File: src/rtl/divu_iter.sv
// divu_iter: iterative unsigned divider, restoring radix-2, one quotient bit per clock.
// q/r/div_zero hold the last completed result until the next accepted operation.
//
// state  | meaning
// -------+---------------------------------------------------------------
// S_IDLE | waiting for start; the only state in which start is accepted
// S_CALC | shifting/subtracting, one quotient bit per edge
// S_FIN  | one cycle with done high; start is ignored here
module divu_iter #(
   parameter int WIDTH = 32
) (
   input  logic             clk,
   input  logic             reset,
   input  logic             start,
   input  logic [WIDTH-1:0] dividend,
   input  logic [WIDTH-1:0] divisor,
   output logic [WIDTH-1:0] q,
   output logic [WIDTH-1:0] r,
   output logic             busy,
   output logic             done,
   output logic             div_zero
);

   localparam int CW = (WIDTH > 1) ? $clog2(WIDTH) : 1;
   localparam logic [CW-1:0] LAST = CW'(WIDTH - 1);

   typedef enum logic [1:0] {
      S_IDLE = 2'd0,
      S_CALC = 2'd1,
      S_FIN  = 2'd2
   } state_t;

   state_t           r_state;
   state_t           w_state_nxt;

   // Dividend shifts out of the MSB while quotient bits fill the freed LSBs.
   logic [WIDTH-1:0] r_a;
   logic [WIDTH-1:0] r_b;
   // Partial remainder is always < B after each step, so WIDTH bits hold it;
   // the extra bit only exists in the trial value w_t.
   logic [WIDTH-1:0] r_rem;
   logic [CW-1:0]    r_cnt;
   logic [WIDTH-1:0] r_q;
   logic [WIDTH-1:0] r_r;
   logic             r_div_zero;

   logic [WIDTH:0]   w_t;
   logic             w_ge;
   logic [WIDTH-1:0] w_rem_nxt;
   logic [WIDTH-1:0] w_a_nxt;
   logic             w_last;

   // One restoring step: trial-subtract the divisor from the shifted remainder.
   always_comb begin
      w_t       = {r_rem, r_a[WIDTH-1]};
      w_ge      = (w_t >= {1'b0, r_b});
      // When w_ge holds, t-B < B, so the low WIDTH bits of the difference are exact.
      w_rem_nxt = w_ge ? (w_t[WIDTH-1:0] - r_b) : w_t[WIDTH-1:0];
      w_a_nxt   = {r_a[WIDTH-2:0], w_ge};
      w_last    = (r_state == S_CALC) && (r_cnt == LAST);
   end

   // State register.
   always_ff @(posedge clk or posedge reset) begin
      if (reset) r_state <= S_IDLE;
      else       r_state <= w_state_nxt;
   end

   // Next-state logic; a zero divisor skips straight to the done cycle.
   always_comb begin
      w_state_nxt = r_state;
      case (r_state)
         S_IDLE: begin
            if (start) w_state_nxt = (divisor == '0) ? S_FIN : S_CALC;
         end
         S_CALC: begin
            if (r_cnt == LAST) w_state_nxt = S_FIN;
         end
         S_FIN:   w_state_nxt = S_IDLE;
         default: w_state_nxt = S_IDLE;
      endcase
   end

   // Datapath: operand capture, iteration, and result registers.
   always_ff @(posedge clk or posedge reset) begin
      if (reset) begin
         r_a        <= '0;
         r_b        <= '0;
         r_rem      <= '0;
         r_cnt      <= '0;
         r_q        <= '0;
         r_r        <= '0;
         r_div_zero <= 1'b0;
      end else begin
         case (r_state)
            S_IDLE: begin
               if (start) begin
                  if (divisor == '0) begin
                     r_q        <= '1;
                     r_r        <= dividend;
                     r_div_zero <= 1'b1;
                  end else begin
                     r_a        <= dividend;
                     r_b        <= divisor;
                     r_rem      <= '0;
                     r_cnt      <= '0;
                     r_div_zero <= 1'b0;
                  end
               end
            end
            S_CALC: begin
               r_a   <= w_a_nxt;
               r_rem <= w_rem_nxt;
               r_cnt <= r_cnt + 1'b1;
               if (w_last) begin
                  r_q        <= w_a_nxt;
                  r_r        <= w_rem_nxt;
                  r_div_zero <= 1'b0;
               end
            end
            default: ;
         endcase
      end
   end

   // Status outputs decode registered state only, so no input reaches an output combinationally.
   always_comb begin
      q        = r_q;
      r        = r_r;
      div_zero = r_div_zero;
      busy     = (r_state == S_CALC);
      done     = (r_state == S_FIN);
   end

endmodule

File: config.mk
export PLATFORM = sky130hd
export DESIGN_NAME = divu_iter
export DESIGN_NICKNAME = d
export VERILOG_FILES = /design/src/rtl/divu_iter.sv
export SDC_FILE = /design/constraint.sdc
export NUM_CORES = 1
export LEC_CHECK = 0
export CAP_MARGIN = 20
export CORE_ASPECT_RATIO = 0.5
export CORE_MARGIN = 5
export CORE_UTILIZATION = 50
export CTS_CLUSTER_DIAMETER = 40
export CTS_CLUSTER_SIZE = 25
export DETAILED_ROUTE_END_ITERATION = 12
export HOLD_SLACK_MARGIN = 0.03
export PLACE_DENSITY = 0.74
export SYNTH_ARGS = -nofsm -noshare
export SYNTH_HDL_FRONTEND = slang
export SYNTH_SLANG_ARGS = --single-unit
File: constraint.sdc
create_clock -name clk -period 13.3 [get_ports clk]
set_input_delay 2.66 -clock clk [delete_from_list [all_inputs] [get_ports clk]]
set_output_delay 2.66 -clock clk [all_outputs]
set_load 0.02 [all_outputs]
## Yosys cells after proc, flatten, opt, wreduce, memory -nomap -nowiden

Cells that the tools add are included.

| storage, ports and cells | value |
|---|---|
| bits in writable memories | 0 |
| bits in latches | 0 |
| input bits | 67 |
| ROM bits | 0 |
| memories kept | 0 |
| output and inout port bits | 67 |
| bits in registers | 168 |
| logic and storage cells | 55 |

| operators by class | value |
|---|---|
| reduce and logical (&&, ||, !) cells | 9 |
| $lt $le $gt $ge | 1 |
| add/sub/neg operators | 2 |
| bitwise operators | 1 |
| multipliers | 0 |
| equal/unequal tests | 8 |
| div/mod/pow operators | 0 |
| shift-type cells | 0 |
| mux-type cells | 26 |

Operators with widths:

| cell | count |
|---|---|
| two-way mux 32 bit | 11 |
| case mux 32 bit (2 select lines) | 4 |
| greater-or-equal comparator 33 x 32 -> 1 bit | 1 |
| logical NOT 32 bit | 1 |
| subtractor 32 bit | 1 |
| two-way mux 5 bit | 2 |
| case mux 5 bit (2 select lines) | 1 |
| AND reduction 3 bit | 3 |
| two-way mux 2 bit | 3 |
| inequality test 2 bit (second input constant) | 3 |
| adder 5 x 1 -> 5 bit (second input constant) | 1 |
| == test 5 bit (second input constant) | 1 |
| inequality test 2 x 1 -> 1 bit (second input constant) | 2 |
| case mux 2 bit (2 select lines) | 1 |
| AND reduction 4 bit | 1 |
| two-way mux 1 bit | 3 |
| == test 2 x 1 -> 1 bit (second input constant) | 1 |
| == test 2 bit (second input constant) | 1 |
| logical NOT 2 bit | 1 |
| case mux 1 bit (2 select lines) | 1 |
| AND reduction 2 bit | 1 |
| nonzero test 2 bit | 1 |
| logical AND 1 bit | 1 |
| NOT 1 bit | 1 |

## Longest topological paths before layout

| depth | value |
|---|---|
| depth after elaboration | 4 |
| depth in mapped cells | 14 |
| mapped depth without buffers | 13 |

## Worst setup path after synthesis

No wires, ideal clock.

| path | value |
|---|---|
| path kind | input port to flip-flop |
| from | input divisor[18] |
| to | register r_b[10] |
| slack | 8.858 ns |
| data required time | 13.175 ns |
| arrival | 4.317 ns |
| stages on the path | 5 |
| setup time | 0.125 ns |
| buffers on the path | 1 |
| cell sequence | nor4_1 > nand4_1 > o2111ai_1 > clkbuf_1 > mux2_2 |

| between the ends | value |
|---|---|
| word-level cells in the longest chain between the ends | 3 |

Ends and longest elaborated chain:

| what | RTL line | text |
|---|---|---|
| start, declared | 16 | `input logic [WIDTH-1:0] divisor,` |
| logical NOT 32 bit | 98 | `if (divisor == '0) begin` |
| NOT 1 bit (no source line) | - |  |
| AND reduction 3 bit (no source line) | - |  |
| end signal, assigned | 104 | `r_b <= divisor;` |
| end, declared | 38 | `logic [WIDTH-1:0] r_b;` |

Every way passes these cells.
A chain may end at the register's enable or synchronous reset.

## Worst setup path in the final report

| path | value |
|---|---|
| from | input divisor[7] |
| to | register r_r[18], in the netlist r[18] |

| between the ends | value |
|---|---|
| word-level cells in the longest chain between the ends | 3 |

Ends and longest elaborated chain:

| what | RTL line | text |
|---|---|---|
| logical NOT 32 bit | 98 |  |
| inequality test 2 bit (no source line) | - |  |
| AND reduction 4 bit (no source line) | - |  |
| end signal, assigned | 100 | `r_r <= dividend;` |
| end signal, assigned | 117 | `r_r <= w_rem_nxt;` |
| end, declared | 44 | `logic [WIDTH-1:0] r_r;` |

Every way passes these cells.

==> metrics <==
crit end category=flip-flop; drt pass-1 iters=5; Vias/cell=5.87; die area=21,500 sq um; Post-CTS Hold Fix Bufs=0; leakage=4.90 nW; TritonCTS Buffers=17; Peak VDD IR=0.133 mV; synthesized instance count=1,022; Worst Path Required=13,630 ps; Routability Congestion=0.931; area grow syn2layout=21.9%; post-synth net total=1,124; CTS clk-pin slew, worst paths=70 ps; clk sinks=168; critical path class=in2reg; Hold Fails Final Rpt=0; sequential share of the synthesized area=45.5%; Gates resized, CTS repair=0; Fmax achieved=181 MHz; Boundary Pins=134; clk_skew=13.8 ps; Die Width=202 um; initial core utilization=50.6%; initial DRC count=825; CTS tree=built; total gr overflow=0; Hold Crit Class=reg2reg; number of flops mapped to enable cells by yosys=0; Slew HR=39.9%; Avg Cell Area, Syn=9.04 sq um; post-synth top area cell=dfrtp_1; Final Max Slew Viols=0; Area contributors post-synth=dfrtp_1, nor2_1, nand2_1; Port Buf Inserts=133; Nets=1,225; vias post-DR=8,079; TNS Setup=0 ps; routed len/inst=19.1 um; Row Count=35; CTS Root Buffer Type=clkbuf_16; setup bufs post-CTS=0; RSZ-0062 raised after global routing=no; number of library cell types mapped by synthesis=72; antenna-violating nets left=0; share of cells above drive strength 1=9.51%; Clock Latency Late Sink=440 ps; reg-to-reg slack, setup=9550 ps; largest net degree at the start of global routing=100; DPL Wire Length=19.0 mm; multi-input gate area in the final layout=4590 sq um; ys flop type=dfrtp_1; Final setup viols=0; Max clock buf depth=2; Tcrit/Tclk final=41.5%; status=finished, final reports clean; Worst-Margin Slew=902 ps; ys async rst share=100%; number of global-route vias before repair=7,611; startpoint types=input port; Mapped Area=9240 sq um; htree depth=4; critical path fanouts, max=81; Tot GR Track Use=24.5%; final WL=26.2 mm; max-cap violations=0; top-area cell type share of the netlist area=45.5%; PD cells=303 nW/um^2; Min Clock Period, post-route=5520 ps; ant diodes=0; Reg area=4200 sq um; first-pass GRT wire length=42.0 mm; Arrival @ worst endpoint=5850 ps; Hold WS=489 ps; Core Box Area=18,300 sq um; YS warnings=0; DRC viols=0; initial antenna violation count=0; Die Ht=106 um; register bit total from synthesis=168; # fillers=1,572
==> state kept, by name, summed over array words and instances, names as in the netlist <==
register	flops
q	32
r	32
r_a	32
r_b	32
r_rem	32
r_cnt	5
r_state	2
div_zero	1
==> worst paths after layout <==
path                            end       start  depth (start not counted)
max                           r[18]  divisor[7]                         11
min                            q[0]        q[0]                          2
max reg2reg                   r[27]      r_b[1]                         11
min reg2reg                    q[0]        q[0]                          2
max in group asynchronous  r_rem[2]       reset                          3
min in group asynchronous      q[8]       reset                          2
==> layer usage <==
metal	track usage (%)	share of wire, %	vias up
met2	34.7	42	312
met5	0	0	-
li1	-	-	3829
met3	5.58	8.4	36
met4	5.03	1.3	0
met1	38.4	49	3902
==> per-stage QoR <==
step | setup slack [ps] | cell area (sq um) | cells | util, % | total power [W]
4_1_cts | 7720 | 11300 | 1376 | 61.7 | 0.00338
3_5_place_dp | 7350 | 10700 | 1344 | 58.5 | 0.00287
2_1_floorplan | 6090 | 9240 | 1022 | - | 0.00232
6_report | 7780 | 11300 | 1376 | 61.7 | 0.00341
3_3_place_gp | 7530 | 10700 | 1344 | 58.5 | 0.00282
5_1_grt | 7490 | 11300 | 1376 | 61.7 | 0.00366
==> cell type report <==
class,instances,share of cell area [%]
clock buffer,18,3.90
clock inverter,14,1.30
inverter,49,1.68
multi-input combinational,745,40.7
sequential,168,37.3
tap,240,2.67
timing repair buffer,142,12.4
==> where the power goes <==
part / internal (W) / switching [W] / total, W
sequential: 0.000745 / 0.000181 / 0.000927
combinational: 0.000789 / 0.00120 / 0.00199
clock: 0.000256 / 0.000241 / 0.000498
==> synth_stat cells, types with 13 or more instances <==
cell type  count
inv_1         47
nor2_1       137
a21oi_1       46
dfrtp_1      168
a21o_1        13
nand2_1      132
clkbuf_1      39
nor3_1        39
o21ai_0       45
mux2_2        32
ha_1          34
a31oi_1       53
nand3_1       39
xnor2_1       18
==> critical path, cell delays in order <==
cell and delay, ps:
clkdlybuf4s50_1 420, nor4_1 380, nand4_1 280, nor2_1 260
nand3_1 120, a21o_1 190, buf_4 270, inv_2 100
buf_4 640, o21ai_0 210, o31ai_1 260
==> logic make-up after synthesis <==
kind of cell             after synthesis  synth area share [%]
AO/OA/AOI/OAI                        237                  17.4
XOR/XNOR                              25                  2.37
adder cells (fa/ha/maj)               35                  4.82
buffers and inverters                109                  5.08
flip-flops                           168                  45.5
multiplexers                          41                  4.87
AND/OR/NAND/NOR                      407                  19.9
==> layout by cell type (no fill, tap or decap), drive strengths merged, types with 3 or more instances in the layout <==
master	netlist	routed
o221ai	4	4
nor2b	5	5
clkdlybuf4s50	0	133
nor4	9	9
and4	3	3
dfrtp	168	168
a41oi	11	11
a31oi	54	54
a32oi	4	4
buf	19	9
o31ai	7	7
o21ai	51	51
xnor2	18	18
o211ai	4	4
a21o	13	13
a21boi	3	3
nand3	47	47
xor2	7	7
mux2	32	32
clkinv	1	5
and2	4	4
a21oi	49	49
a211oi	9	9
inv	48	58
nand4	10	10
ha	34	34
nor3	40	40
mux2i	9	9
and3	7	7
clkbuf	41	18
or3	4	4
o21bai	9	9
nor2	137	137
nand2	133	133
Power figures use the tool's default switching activity.
